$ cat src/rtl/multicycle_control_unit.sv
// Multicycle control FSM for the datapath-without-control block: fetch, decode, execute, memory, writeback.
// Optional build macro OVERFLOW_TRAP_EN: ALU/ADDI overflow in EXEC suppresses comp_write and halts the core.
module multicycle_control_unit #(
  parameter int RESET_HOLD_CYCLES = 2,
  parameter int INST_W            = 16
) (
  input  logic              clock,
  input  logic              reset,
  input  logic [INST_W-1:0] instruction,
  input  logic              overflow,
  output logic              MemWrite,
  output logic [1:0]        MemSrc,
  output logic [2:0]        MemDst,
  output logic [2:0]        PCSrc,
  output logic [1:0]        SPSrc,
  output logic              PCWrite,
  output logic              SPWrite,
  output logic              InstWrite,
  output logic              mary_write,
  output logic              shelley_write,
  output logic              comp_write,
  output logic              ra_write,
  output logic [1:0]        mary_src,
  output logic [1:0]        shelley_src,
  output logic              ra_src,
  output logic              SrcA,
  output logic [1:0]        SrcB,
  output logic [3:0]        AluOp,
  output logic              halted,
  output logic [2:0]        state_out
);

  typedef enum logic [2:0] {
    S_HOLD   = 3'd0,
    S_FETCH  = 3'd1,
    S_DECODE = 3'd2,
    S_EXEC   = 3'd3,
    S_MEM    = 3'd4,
    S_WB     = 3'd5,
    S_HALT   = 3'd6
  } state_t;

  localparam logic [5:0] OP_ADDI = 6'h10;
  localparam logic [5:0] OP_LW   = 6'h11;
  localparam logic [5:0] OP_SW   = 6'h12;
  localparam logic [5:0] OP_BEQZ = 6'h13;
  localparam logic [5:0] OP_JAL  = 6'h14;
  localparam logic [5:0] OP_JR   = 6'h15;
  localparam logic [5:0] OP_PUSH = 6'h16;
  localparam logic [5:0] OP_POP  = 6'h17;
  localparam logic [5:0] OP_HALT = 6'h3F;
  localparam logic [3:0] HOLD_INIT = 4'(RESET_HOLD_CYCLES);

  state_t     r_state;
  state_t     w_nextState;
  logic [3:0] r_holdCnt;
  logic [5:0] r_op;
  logic       w_isArith;
  logic       w_trap;
  logic       w_unused_bits;

  assign w_isArith = (r_op[5:4] == 2'b00) || (r_op == OP_ADDI);

`ifdef OVERFLOW_TRAP_EN
  assign w_trap        = (r_state == S_EXEC) && w_isArith && overflow;
  assign w_unused_bits = ^instruction[9:0];
`else
  assign w_trap        = 1'b0;
  assign w_unused_bits = ^{instruction[9:0], overflow};
`endif

  // Opcode is latched in DECODE so EXEC/MEM/WB strobes depend only on registered state.
  always_ff @(posedge clock or negedge reset) begin
    if (!reset) begin
      r_state   <= S_HOLD;
      r_holdCnt <= HOLD_INIT;
      r_op      <= 6'd0;
    end else begin
      r_state <= w_nextState;
      if (r_state == S_HOLD && r_holdCnt != 4'd0)
        r_holdCnt <= r_holdCnt - 4'd1;
      if (r_state == S_DECODE)
        r_op <= instruction[15:10];
    end
  end

  always_comb begin
    w_nextState = r_state;
    case (r_state)
      S_HOLD:   if (r_holdCnt == 4'd0) w_nextState = S_FETCH;
      S_FETCH:  w_nextState = S_DECODE;
      S_DECODE: w_nextState = S_EXEC;
      S_EXEC: begin
        if (w_trap)
          w_nextState = S_HALT;
        else begin
          case (r_op)
            OP_LW, OP_PUSH, OP_POP: w_nextState = S_MEM;
            OP_HALT:                w_nextState = S_HALT;
            default:                w_nextState = S_FETCH;
          endcase
        end
      end
      S_MEM:    w_nextState = (r_op == OP_LW || r_op == OP_POP) ? S_WB : S_FETCH;
      S_WB:     w_nextState = S_FETCH;
      S_HALT:   w_nextState = S_HALT;
      default:  w_nextState = S_HOLD;
    endcase
  end

  always_comb begin
    MemWrite      = 1'b0;
    MemSrc        = 2'b00;
    MemDst        = 3'b000;
    PCSrc         = 3'b000;
    SPSrc         = 2'b00;
    PCWrite       = 1'b0;
    SPWrite       = 1'b0;
    InstWrite     = 1'b0;
    mary_write    = 1'b0;
    shelley_write = 1'b0;
    comp_write    = 1'b0;
    ra_write      = 1'b0;
    mary_src      = 2'b00;
    shelley_src   = 2'b00;
    ra_src        = 1'b0;
    SrcA          = 1'b0;
    SrcB          = 2'b00;
    AluOp         = 4'b0000;
    halted        = 1'b0;
    state_out     = r_state;
    case (r_state)
      S_FETCH: begin
        InstWrite = 1'b1;
        PCWrite   = 1'b1;
      end
      S_EXEC: begin
        if (r_op[5:4] == 2'b00) begin
          AluOp      = r_op[3:0];
          comp_write = !w_trap;
        end else begin
          case (r_op)
            OP_ADDI: begin
              SrcB       = 2'b01;
              comp_write = !w_trap;
            end
            OP_SW: begin
              MemSrc   = 2'b10;
              MemWrite = 1'b1;
            end
            OP_BEQZ: begin
              PCSrc   = 3'b010;
              PCWrite = 1'b1;
            end
            OP_JAL: begin
              ra_write = 1'b1;
              PCSrc    = 3'b011;
              PCWrite  = 1'b1;
            end
            OP_JR: begin
              PCSrc   = 3'b100;
              PCWrite = 1'b1;
            end
            OP_PUSH: begin
              MemSrc   = 2'b01;
              MemDst   = 3'b010;
              MemWrite = 1'b1;
            end
            OP_POP: begin
              SPSrc   = 2'b01;
              SPWrite = 1'b1;
            end
            default: ;
          endcase
        end
      end
      S_MEM: begin
        if (r_op == OP_LW)   MemSrc  = 2'b10;
        if (r_op == OP_PUSH) SPWrite = 1'b1;
        if (r_op == OP_POP)  MemSrc  = 2'b01;
      end
      S_WB: begin
        if (r_op == OP_LW) begin
          MemSrc     = 2'b10;
          mary_src   = 2'b01;
          mary_write = 1'b1;
        end
        if (r_op == OP_POP) begin
          ra_src   = 1'b1;
          ra_write = 1'b1;
        end
      end
      S_HALT:  halted = 1'b1;
      default: ;
    endcase
  end

endmodule

$ cat config.mk
export PLATFORM = sky130hd
export DESIGN_NAME = multicycle_control_unit
export DESIGN_NICKNAME = d
export VERILOG_FILES = /design/src/rtl/multicycle_control_unit.sv
export SDC_FILE = /design/constraint.sdc
export NUM_CORES = 1
export LEC_CHECK = 0
export BUFFER_PORTS_ARGS = -buffer_cell sky130_fd_sc_hd__buf_4
export CORE_MARGIN = 2
export CORE_UTILIZATION = 40
export DETAILED_ROUTE_END_ITERATION = 12
export HOLD_SLACK_MARGIN = 0.1
export PLACE_DENSITY = 0.75
export REMOVE_ABC_BUFFERS = 1
export SYNTH_ARGS = -nofsm -noshare
export SYNTH_HDL_FRONTEND = slang
export SYNTH_SLANG_ARGS = --single-unit
$ cat constraint.sdc
create_clock -name clock -period 1.3 [get_ports clock]
set_input_delay 0.065 -clock clock [delete_from_list [all_inputs] [get_ports clock]]
set_output_delay 0.065 -clock clock [all_outputs]
set_load 0.005 [all_outputs]
-- After elaboration in Yosys (flattened, before gate mapping)
Index checks and enable logic that the tools add are counted.
- register bits after elaboration: 13
- bits of input ports: 19
- output and inout bits: 34
- logic and storage cells: 75
- add/subtract/negate cells: 1
- equal/unequal tests: 16
- mux-type cells: 46
- reduce and logical (&&, ||, !) cells: 9
- operators with widths (operator ; count):
    $eq 6x5->1 const B ; 8
    $mux 1 ; 26
    $pmux 3 s7 ; 1
    $mux 2 ; 6
    $mux 3 ; 4
    $eq 3x3->1 const B ; 3
    $pmux 3 s3 ; 1
    $mux 4 ; 2
    $eq 3x2->1 const B ; 2
    $eq 6x6->1 const B ; 1
    $pmux 1 s2 ; 3
    $pmux 2 s3 ; 1
    $pmux 3 s2 ; 1
    $reduce_or 3->1 ; 2
    $logic_not 4->1 ; 1
    $pmux 2 s2 ; 1
    $reduce_bool 4->1 ; 1
    $sub 4x1->4 const B ; 1
    $eq 3x1->1 const B ; 1
    $logic_not 3->1 ; 1
    $logic_not 2->1 ; 1
    $ne 2x1->1 const B ; 1
    $reduce_or 2->1 ; 1
    $logic_and 1x1->1 ; 1
    $logic_or 1x1->1 ; 1

-- Longest topological paths before layout
Gate-level depths: netlist (run 1).
- depth in word-level cells: 5
- mapped depth: 5
- gate-level depth less buffers: 5

-- Worst setup path after synthesis (run 1)
No wires, ideal clock.
- path type: register -> output
- start: register r_state[1] (netlist: state_out[1])
- end: output port mary_src[0]
- arrival time: 1356 ps
- required time: 1235 ps
- setup slack: -121 ps
- cell stages (with the launch flop): 6
- path buffers: 2
- cells stage by stage: dfrtp_1 -> buf_2 -> nor2b_1 -> nand2_1 -> nor4_1 -> buf_4
- cells in the longest elaborated chain, start to end: 2
- ends and longest elaborated chain (what ; RTL line ; text):
    start: declaration ; 54 ; state_t r_state;
    start signal: assignment ; 79 ; r_state <= w_nextState;
    $eq 3x3->1 ; 132 ; case (r_state)
    $mux 1 ; 132 ;
    end: declaration ; 23 ; output logic [1:0] mary_src,
No other way between the ends.

-- Worst setup path in the final report (run 1)
- start: register r_state[2] (netlist: state_out[2])
- end: output port MemSrc[1]
- cells in the longest elaborated chain, start to end: 2
- elaborated cells between the ends (all ways): 4
- classes of those cells: eq/ne: 3; mux: 1
- ends and longest elaborated chain (what ; RTL line ; text):
    $eq 3x3->1 or $eq 3x2->1 (tied branches) ; 132 ;
    $pmux 2 s3 * ; 132 ;
    end: declaration ; 12 ; output logic [1:0] MemSrc,
Mark *: on every way between the ends. The rest lies on a longest branch, timed or not.

==> flow_summary.json, run 1 <==
{
  "clockBufferDepth": 2,
  "grt_max_degree": 14,
  "yosysTopAreaCellShare_pct": 29.81,
  "yosys-top-cells-count": "nor2_1 (15), dfrtp_1 (12), nand2_1 (12)",
  "drt-vias-per-instance": 5.333,
  "seqCellArea_um2": 332.8,
  "synthDistinctLibCells": 38,
  "netlist_area_um2": 1007,
  "power.share.sequential_pct": 18.1,
  "htree_levels": 1,
  "synth.most_common_cell": "nor2_1",
  "crit_arrival_ns": 1.64,
  "avgSynthCellArea_um2": 8.256,
  "drt_wl_total_mm": 4.259,
  "port_buffers": 32,
  "antenna_left": 0,
  "synth-compound-area-share_pct": 12.05,
  "synth_simple_gate_area_share_pct": 32.80,
  "rsz0062_at_grt": "true",
  "swShare_pct": 45.31,
  "worst-path-max-fanout": 5,
  "ys_warn_count": 0,
  "clock_skew_ns": 0.007630,
  "cts_sinks": 13,
  "syn_inst": 122,
  "routedWlPerCell_um": 18.20,
  "place_area_um2": 1380,
  "grt_pass1_vias": 1158,
  "synth-adder-area-share_pct": 1.242,
  "fillCellCount": 135,
  "p_clk_share_pct": 5.9,
  "cts_tree": "done",
  "violations": "negative setup slack",
  "status": "complete, but fails checks",
  "initial_utilization_pct": 41.41,
  "fin_crit_sh_pct": 130.9,
  "synth-xor-area-share_pct": 2.609,
  "overflow": 0,
  "io_pins": 53,
  "setup-violations-final": 33,
  "synthArstFlopShare_pct": 100.0,
  "dp_hpwl_mm": 1.927,
  "antenna_found_initial": 0,
  "rows": 18,
  "drtIter0Drc": 14,
  "cts-root-buf": "clkbuf_4",
  "yosysTopAreaCell": "dfrtp_1",
  "slew_viol_final": 0,
  "ys_ff_latch": 13,
  "multi_input_area_um2": 887.1,
  "synthMuxAreaShare_pct": 6.708,
  "die_w_um": 54.18,
  "power.switching_mw": 1.945,
  "fin_ws_ns": -0.4022,
  "n_antenna_cell": 0,
  "fp.dieArea_um2": 2935,
  "power_density_nw_per_um2": 2108,
  "post-route-drc-count": 0,
  "clk_latency_ns": 0.27,
  "p_int_mw": 2.348,
  "cap_violations": 0,
  "fin_crit_ns": 1.702,
  "irDropWorstVdd_mv": 1.920,
  "drive_gt1_share_pct": 71.57,
  "startpoint_type": "flip-flop",
  "pwr-share-comb_pct": 76.0,
  "layout.nets": 225,
  "synth_area_leaders": "dfrtp_1 (30%), buf_4 (7.5%), mux2_1 (6.7%)",
  "die_y_um": 54.18,
  "grt_pass1_wl_mm": 5.602,
  "core_um2": 2432,
  "crit_type": "flip-flop to output port",
  "drtPass1Iterations": 4,
  "ys.flop_type": "dfrtp_1",
  "synth_top_family_by_area": "simple AND/OR/NAND/NOR gates",
  "synth_edf_count": 0,
  "finalHoldViolations": 0,
  "grt_use_total_pct": 26.72,
  "vias": 1248,
  "leakagePower_nw": 0.9203,
  "cp_data_required_time_ns": 1.24,
  "end_kind": "output port",
  "final_area_um2": 2037,
  "gp_congestion": 0.9107,
  "post-route-util_pct": 83.74,
  "fmax_mhz": 587.5,
  "syn2layout_area_growth_pct": 102.2,
  "yosysSeqAreaShare_pct": 32.42,
  "cts_buffers": 3,
  "hp-class": "input pin to async pin",
  "cts.clk_slew.worst_paths_ns": 0.09
}
[power groups by stage]
stage	Clock, mW	Combinational [mW]	Sequential, mW
global placement	0	1.61	0.683
finish	0.252	3.26	0.777
detailed placement	0	1.64	0.693
floorplan	0	0.682	0.806
global route	0.281	3.41	0.780
CTS	0.254	2.61	0.682
[cells by family after synthesis]
kind of cell / count (synthesis)
AO/OA/AOI/OAI: 20
XOR/XNOR: 3
adder cells (fa/ha/maj): 1
buffers and inverters: 19
flip-flops: 13
multiplexers: 6
other: 1
AND/OR/NAND/NOR: 59
[worst max-delay path, stage by stage (launching register included)]
cell and delay [ns]:
dfrtp_2 0.44, nand3b_1 0.26, nor2_2 0.21, nand2_2 0.09, a211oi_2 0.21, buf_4 0.15
[worst paths after layout]
path,to,slack [ns],startpoint,cells past startpoint
hold reg to reg,r_holdCnt[3],0.50,r_holdCnt[3],1
min in group clock,r_holdCnt[3],0.50,r_holdCnt[3],1
hold / removal,r_holdCnt[0],0.16,reset,2
setup / recovery,MemSrc[1],-0.40,state_out[2],5
setup reg to reg,state_out[0],-0.18,state_out[1],6
max in group asynchronous,r_holdCnt[1],0.90,reset,2
[final cells by class]
class                           count  area share [%]
Sequential cell                    13           16.34
Timing Repair Buffer               86           36.18
Multi-Input combinational cell     98           43.55
Inverter                            3          0.7985
Clock buffer                        4           1.290
Tap cell                           30           1.843
[cells in the final DEF, fill, tap and decap left out, types with 4 or more instances in the layout]
cell type / synthesis / routed
dfrtp_1: 12 / 7
buf_4: 10 / 61
nor3_2: 1 / 4
conb_1: 1 / 9
and2_1: 6 / 5
dlygate4sd3_1: 0 / 7
o21ai_1: 5 / 4
nor2_2: 0 / 4
nor3_4: 1 / 4
buf_6: 1 / 15
mux2_4: 0 / 6
dfrtp_2: 0 / 5
nand2_2: 0 / 6
nor2_1: 15 / 4
nor2_4: 0 / 7
a21oi_2: 0 / 4
[stage by stage]
step | setup TNS, ns | worst slack (ns) | std cells | power [mW] | hold slack [ns]
2_1_floorplan | -0.3383 | -0.1818 | 114 | 1.488 | -0.2306
3_3_place_gp | -0.9703 | -0.1016 | 199 | 2.297 | -0.08146
3_5_place_dp | -2.032 | -0.2337 | 199 | 2.335 | -0.08110
4_1_cts | -5.344 | -0.2922 | 230 | 3.543 | 0.1614
5_1_grt | -8.937 | -0.4500 | 234 | 4.476 | 0.1742
6_report | -7.109 | -0.4022 | 234 | 4.294 | 0.1582
[layer usage]
layer | share of wire, % | track usage [%] | wire length, um | vias to the layer above
met5 | 0 | 0 | 0 | -
met4 | 4.5 | 11.67 | 191 | 0
met3 | 6.1 | 2.778 | 259 | 20
met2 | 53 | 50.20 | 2238 | 66
met1 | 37 | 29.85 | 1570 | 600
li1 | - | - | - | 562
[registers in the layout (all words and copies together) (netlist names)]
register and cells:
r_op 6, r_holdCnt 4, state_out 3
[repair_timing]
item                                   4_1_cts  5_1_grt
cloned                                       1        0
buffers inserted                            19        6
endpoints found under the hold margin       19        0
setup endpoints to repair                   31       34
resized for setup                           57       38
hold buffers                                 7        0
pin swaps                                   27       22
Note: power is estimated with default switching activity, not from simulation.
==> run 2, diff against run 1 <==
Settings changed: SETUP_SLACK_MARGIN from default to 0.15.
==> run 2 against run 1 <==
  * The flow still finishes with violations (negative setup slack)
  * Die area is the same
  * Maximum frequency shrank 1.2%
  * Count of clock-buffer cells in the layout unchanged
  * Core utilization grew 2.9 points
  * Clock power about the same
  * Non-clock buffer count rose by 6
  * Largest power group unchanged
==> flow_summary.json, run 2 (synthesis results as in run 1) <==
{
  "tns_ns": -8.446,
  "io_pins": 53,
  "cap_violations": 0,
  "hold_ws_ns": 0.1587,
  "die_w_um": 54.18,
  "cp_common_cell": "buf_4",
  "vias": 1284,
  "overflow": 0,
  "port_buffers": 32,
  "rsz0062_at_grt": "true",
  "crit_arrival_ns": 1.66,
  "post-route-drc-count": 0,
  "pwr-share-comb_pct": 77.6,
  "grt_pass1_wl_mm": 5.361,
  "drive_gt1_share_pct": 72.86,
  "cts_tree": "done",
  "critPathTopFamily": "flip-flops",
  "grt_pass1_vias": 1136,
  "worst-path-max-fanout": 5,
  "routedWlPerCell_um": 19.22,
  "startpoint_type": "flip-flop",
  "instances_no_fill": 240,
  "fp.dieArea_um2": 2935,
  "cp_data_required_time_ns": 1.24,
  "leakagePower_nw": 0.9569,
  "crit_type": "flip-flop to output port",
  "swShare_pct": 44.49,
  "antenna_found_initial": 0,
  "cts_sinks": 13,
  "fmax_mhz": 580.4,
  "antenna_left": 0,
  "core_um2": 2432,
  "status": "complete, but fails checks",
  "cpPeakStageDelay_ns": 0.40,
  "die_y_um": 54.18,
  "finalHoldViolations": 0,
  "layout.nets": 231,
  "fin_crit_ns": 1.723,
  "clockBufferDepth": 2,
  "dp_hpwl_mm": 1.927,
  "drt-vias-per-instance": 5.350,
  "gp_congestion": 0.9107,
  "power_density_nw_per_um2": 2127,
  "rows": 18,
  "clock_skew_ns": 0.002437,
  "cts.clk_slew.worst_paths_ns": 0.08,
  "drt_wl_total_mm": 4.613,
  "dpl_worst_slack_ns": -0.2337,
  "cp_cell_sequence": "buf_4, buf_6, nor2b_4, nand3b_1, a211oi_2, buf_4",
  "grt_max_degree": 14,
  "p_clk_share_pct": 5.6,
  "power.switching_mw": 1.994,
  "rr_worst_depth": 5,
  "setup-violations-final": 34,
  "n_antenna_cell": 0,
  "slew_viol_final": 0,
  "initial_utilization_pct": 41.41,
  "fin_crit_sh_pct": 132.5,
  "hp-class": "input pin to async pin",
  "final_cell_mix": "buf_4 (58), buf_6 (24), conb_1 (9), nand2_2 (8)",
  "drtPass1Iterations": 4,
  "rr_endpoint": "r_holdCnt[3]",
  "grt_use_total_pct": 25.80,
  "critical_path_buf_inv_count": 3,
  "violations": "negative setup slack",
  "drtIter0Drc": 27,
  "rrSetupSlack_ns": -0.35,
  "cts-root-buf": "clkbuf_4",
  "max_flop_register": "r_op",
  "cts_buffers": 3,
  "power.share.sequential_pct": 16.8,
  "largest_reg_flops": 6,
  "irDropWorstVdd_mv": 1.944,
  "end_kind": "output port",
  "htree_levels": 1,
  "p_int_mw": 2.488,
  "syn2layout_area_growth_pct": 109.2,
  "fin_ws_ns": -0.4231,
  "clk_latency_ns": 0.28,
  "numPlacedInstances": 199,
  "layout_commonest_cell": "buf_4",
  "worstReg2RegStart": "state_out[1]",
  "crit_path_top_delay_cell": "dfrtp_2"
}
==> run 2: how the worst max path moves through the flow <==
| stage | start | end | slack [ns] | cells after the start |
|---|---|---|---|---|
| final | state_out[2] | MemSrc[1] | -0.42 | 6 |
| after global routing | state_out[2] | MemSrc[0] | -0.45 | 7 |
| after CTS | state_out[2] | MemWrite | -0.29 | 6 |
| after detailed placement | state_out[2] | mary_src[0] | -0.23 | 4 |
| after global placement | state_out[2] | mary_src[0] | -0.10 | 4 |
| after floorplan | r_op[2] | state_out[0] | -0.18 | 4 |
==> run 2: power by group through the flow <==
stage / Clock, mW / Sequential, mW / Combinational (mW)
after floorplan: 0 / 0.806 / 0.682
after global placement: 0 / 0.683 / 1.61
after detailed placement: 0 / 0.693 / 1.64
after CTS: 0.254 / 0.687 / 2.66
after global routing: 0.272 / 0.772 / 3.63
final: 0.249 / 0.753 / 3.48
==> run 2: layout make-up <==
type                    instances  area (um^2)
multi-input cells              98        873.3
repair buffers                 92        820.8
flip-flops and latches         13        332.8
fillers                       126        325.3
well taps                      30        37.54
clock buffers                   4        26.28
inverters                       3        16.27
==> run 2: layer usage <==
metal | global-route usage (%) | vias to the layer above | part of all wire (%)
li1 | - | 577 | -
met1 | 28.47 | 625 | 39
met2 | 50.40 | 66 | 52
met3 | 2.778 | 16 | 5.1
met4 | 7.917 | 0 | 3.9
met5 | 0 | - | 0
==> run 2: through the flow <==
step	area (um^2)	utilization, %	power (mW)
final	2107	86.63	4.483
after global routing	2107	86.63	4.670
after CTS	1896	77.93	3.606
after detailed placement	1380	56.74	2.335
after global placement	1380	56.74	2.297
after floorplan	929.6	-	1.488
==> run 2: repair_timing <==
action                     CTS  global route
setup endpoints to repair   34            37
hold buffers                 7             0
setup buffers               20             9
pin swaps                   34            21
cloned                       1             0
resized for setup           66            37
hold endpoints to repair    19             0
==> run 3, diff against run 2 <==
Settings changed: CORE_UTILIZATION 40 to 45, PLACE_DENSITY 0.75 to 0.8.
Clock period 1.3 ns to 2 ns, I/O delays scaled along.
==> run 3 against run 2 <==
  * The run now ends clean
  * Final cell count fell by 23%
  * Core utilization fell by 26 points
  * Non-clock buffer count fell by 52
  * Highest routed layer is now met3
  * Final area fell by 38%
  * Sequential cell count did not move
  * Clock skew fell by 0.0011 ns
  * Power fell by 68%
==> flow_summary.json, run 3 (synthesis results as in run 1) <==
{
  "fmax_mhz": 553.8,
  "swShare_pct": 44.50,
  "hold_ws_ns": 0.1962,
  "clock_skew_ns": 0.001355,
  "cts_tree": "done",
  "cp_data_required_time_ns": 1.90,
  "busiest_layer": "met2",
  "hp-class": "input pin to async pin",
  "n_antenna_cell": 0,
  "largest_reg_flops": 6,
  "crit_path_top_delay_cell": "dfrtp_2",
  "multi_input_area_um2": 591.8,
  "post-route-util_pct": 60.50,
  "syn2layout_area_growth_pct": 30.31,
  "clockBufferDepth": 2,
  "antenna_found_initial": 0,
  "overflow": 0,
  "rrSetupSlack_ns": 0.34,
  "fin_crit_sh_pct": 90.28,
  "use_met3_pct": 2.339,
  "max_flop_register": "r_op",
  "die_y_um": 51.31,
  "layout.nets": 179,
  "port_buffers": 32,
  "crit_end": "MemSrc[1]",
  "grt_pass1_wl_mm": 3.408,
  "htree_levels": 1,
  "critical_path_buf_inv_count": 1,
  "gr-usage-met1_pct": 21.07,
  "rr_endpoint": "state_out[0]",
  "cts-root-buf": "clkbuf_4",
  "rsz0062_at_grt": "true",
  "pwr-share-comb_pct": 50.3,
  "drtIter0Drc": 13,
  "cts_buffers": 3,
  "drt_wl_total_mm": 2.085,
  "drtPass1Iterations": 4,
  "cts_sinks": 13,
  "status": "completed",
  "rr_worst_depth": 4,
  "initial_utilization_pct": 46.42,
  "end_kind": "output port",
  "crit_start": "state_out[2]",
  "tns_ns": 0,
  "fin_ws_ns": 0.1944,
  "grt_pass1_vias": 833,
  "slew_viol_final": 0,
  "finalHoldViolations": 0,
  "post-route-drc-count": 0,
  "io_pins": 53,
  "critPathTopFamily": "simple AND/OR/NAND/NOR gates",
  "power.switching_uw": 630.5,
  "final_cell_mix": "buf_4 (33), nor2_1 (15), nand2_1 (12), dfrtp_1 (10), conb_1 (9)",
  "rows": 17,
  "power_density_nw_per_um2": 1079,
  "cp_num_cells": 5,
  "grt_max_degree": 15,
  "crit_arrival_ns": 1.71,
  "use_met2_pct": 29.65,
  "grt_use_total_pct": 16.41,
  "routedWlPerCell_um": 11.21,
  "fp.dieArea_um2": 2633,
  "fillCellCount": 202,
  "dp_hpwl_mm": 1.591,
  "cp_cell_sequence": "nand3b_1, nor2_1, nand2_1, a211oi_1, buf_4",
  "die_w_um": 51.31,
  "drive_gt1_share_pct": 28.48,
  "cts.clk_slew.worst_paths_ns": 0.08,
  "worstReg2RegStart": "r_op[0]",
  "antenna_left": 0,
  "vias": 934,
  "cpPeakStageDelay_ns": 0.49,
  "cap_violations": 0,
  "seqCellArea_um2": 329.1,
  "worst-path-max-fanout": 11,
  "fin_crit_ns": 1.806,
  "dpl_worst_slack_ns": 0.3887,
  "cts_setup_buffers": 0,
  "clk_latency_ns": 0.27,
  "p_int_uw": 786.2,
  "drt-vias-per-instance": 5.022,
  "power.share.sequential_pct": 38.7,
  "core_um2": 2170,
  "layout_commonest_cell": "buf_4",
  "crit_type": "flip-flop to output port",
  "setup-violations-final": 0,
  "startpoint_type": "flip-flop",
  "irDropWorstVdd_mv": 0.8807,
  "p_clk_share_pct": 11.0,
  "leakagePower_nw": 0.5783,
  "gp_congestion": 0.8732
}
-- run 3: cell count changes in the layout (fill, tap and decap cells not counted), moves of 5 or more --
cell	change
a21oi_1	+5
a21oi_2	-5
buf_4	-25
buf_6	-24
mux2_1	+6
mux2_4	-6
nand2_1	+10
nand2_2	-8
nor2_1	+11
nor2_2	-5
nor2_4	-6
nor3_1	+6
-- run 3: power by group through the flow --
stage          logic, mW  clock network (mW)  registers [mW]
2_1_floorplan      0.443                   0           0.524
3_3_place_gp       0.684                   0           0.543
3_5_place_dp       0.700                   0           0.548
6_report           0.713               0.155           0.549
5_1_grt            0.791               0.175           0.568
4_1_cts            0.713               0.161           0.547
-- run 3: per-layer routing --
metal  up-vias  share of wire (%)
li1        474                  -
met1       422                 43
met2        38                 49
met3         0                7.6
met4         0                  0
met5         -                  0
-- run 3: final cells by class --
| class | instances | share of cell area (%) |
|---|---|---|
| sequential | 13 | 25.07 |
| timing repair buffer | 40 | 24.21 |
| multi-input combinational | 98 | 45.09 |
| clock inverter | 1 | 0.3813 |
| tap | 28 | 2.669 |
| inverter | 3 | 0.8580 |
| clock buffer | 3 | 1.716 |
-- run 3: how the worst min path moves through the flow --
| stage | start | cells after the start | endpoint |
|---|---|---|---|
| floorplan | reset | 0 | r_holdCnt[0] |
| global placement | reset | 1 | r_holdCnt[0] |
| detailed placement | reset | 1 | r_op[0] |
| CTS | reset | 2 | r_holdCnt[0] |
| global route | reset | 2 | r_holdCnt[0] |
| finish | reset | 2 | r_holdCnt[0] |
-- run 3: repair_timing --
item / 4_1_cts / 5_1_grt
setup endpoints to repair: 7 / 9
gates resized for setup: 2 / 0
endpoints found under the hold margin: 19 / 0
hold buffers: 7 / 0
cloned: 0 / 0
pin swaps: 0 / 0
-- run 3: metrics by stage --
| stage | std cells | cell area (um^2) | total power [mW] |
|---|---|---|---|
| 2_1_floorplan | 114 | 929.6 | 0.9673 |
| 3_3_place_gp | 175 | 1212 | 1.227 |
| 3_5_place_dp | 175 | 1212 | 1.247 |
| 4_1_cts | 186 | 1313 | 1.421 |
| 5_1_grt | 186 | 1313 | 1.534 |
| 6_report | 186 | 1313 | 1.417 |
-- run 3: worst reg2reg max path, delay by kind of cell (launching register included) --
family           cells  cell delay, ns
flip-flops           1            0.58
AO/OA/AOI/OAI        3            0.55
AND/OR/NAND/NOR      1            0.42
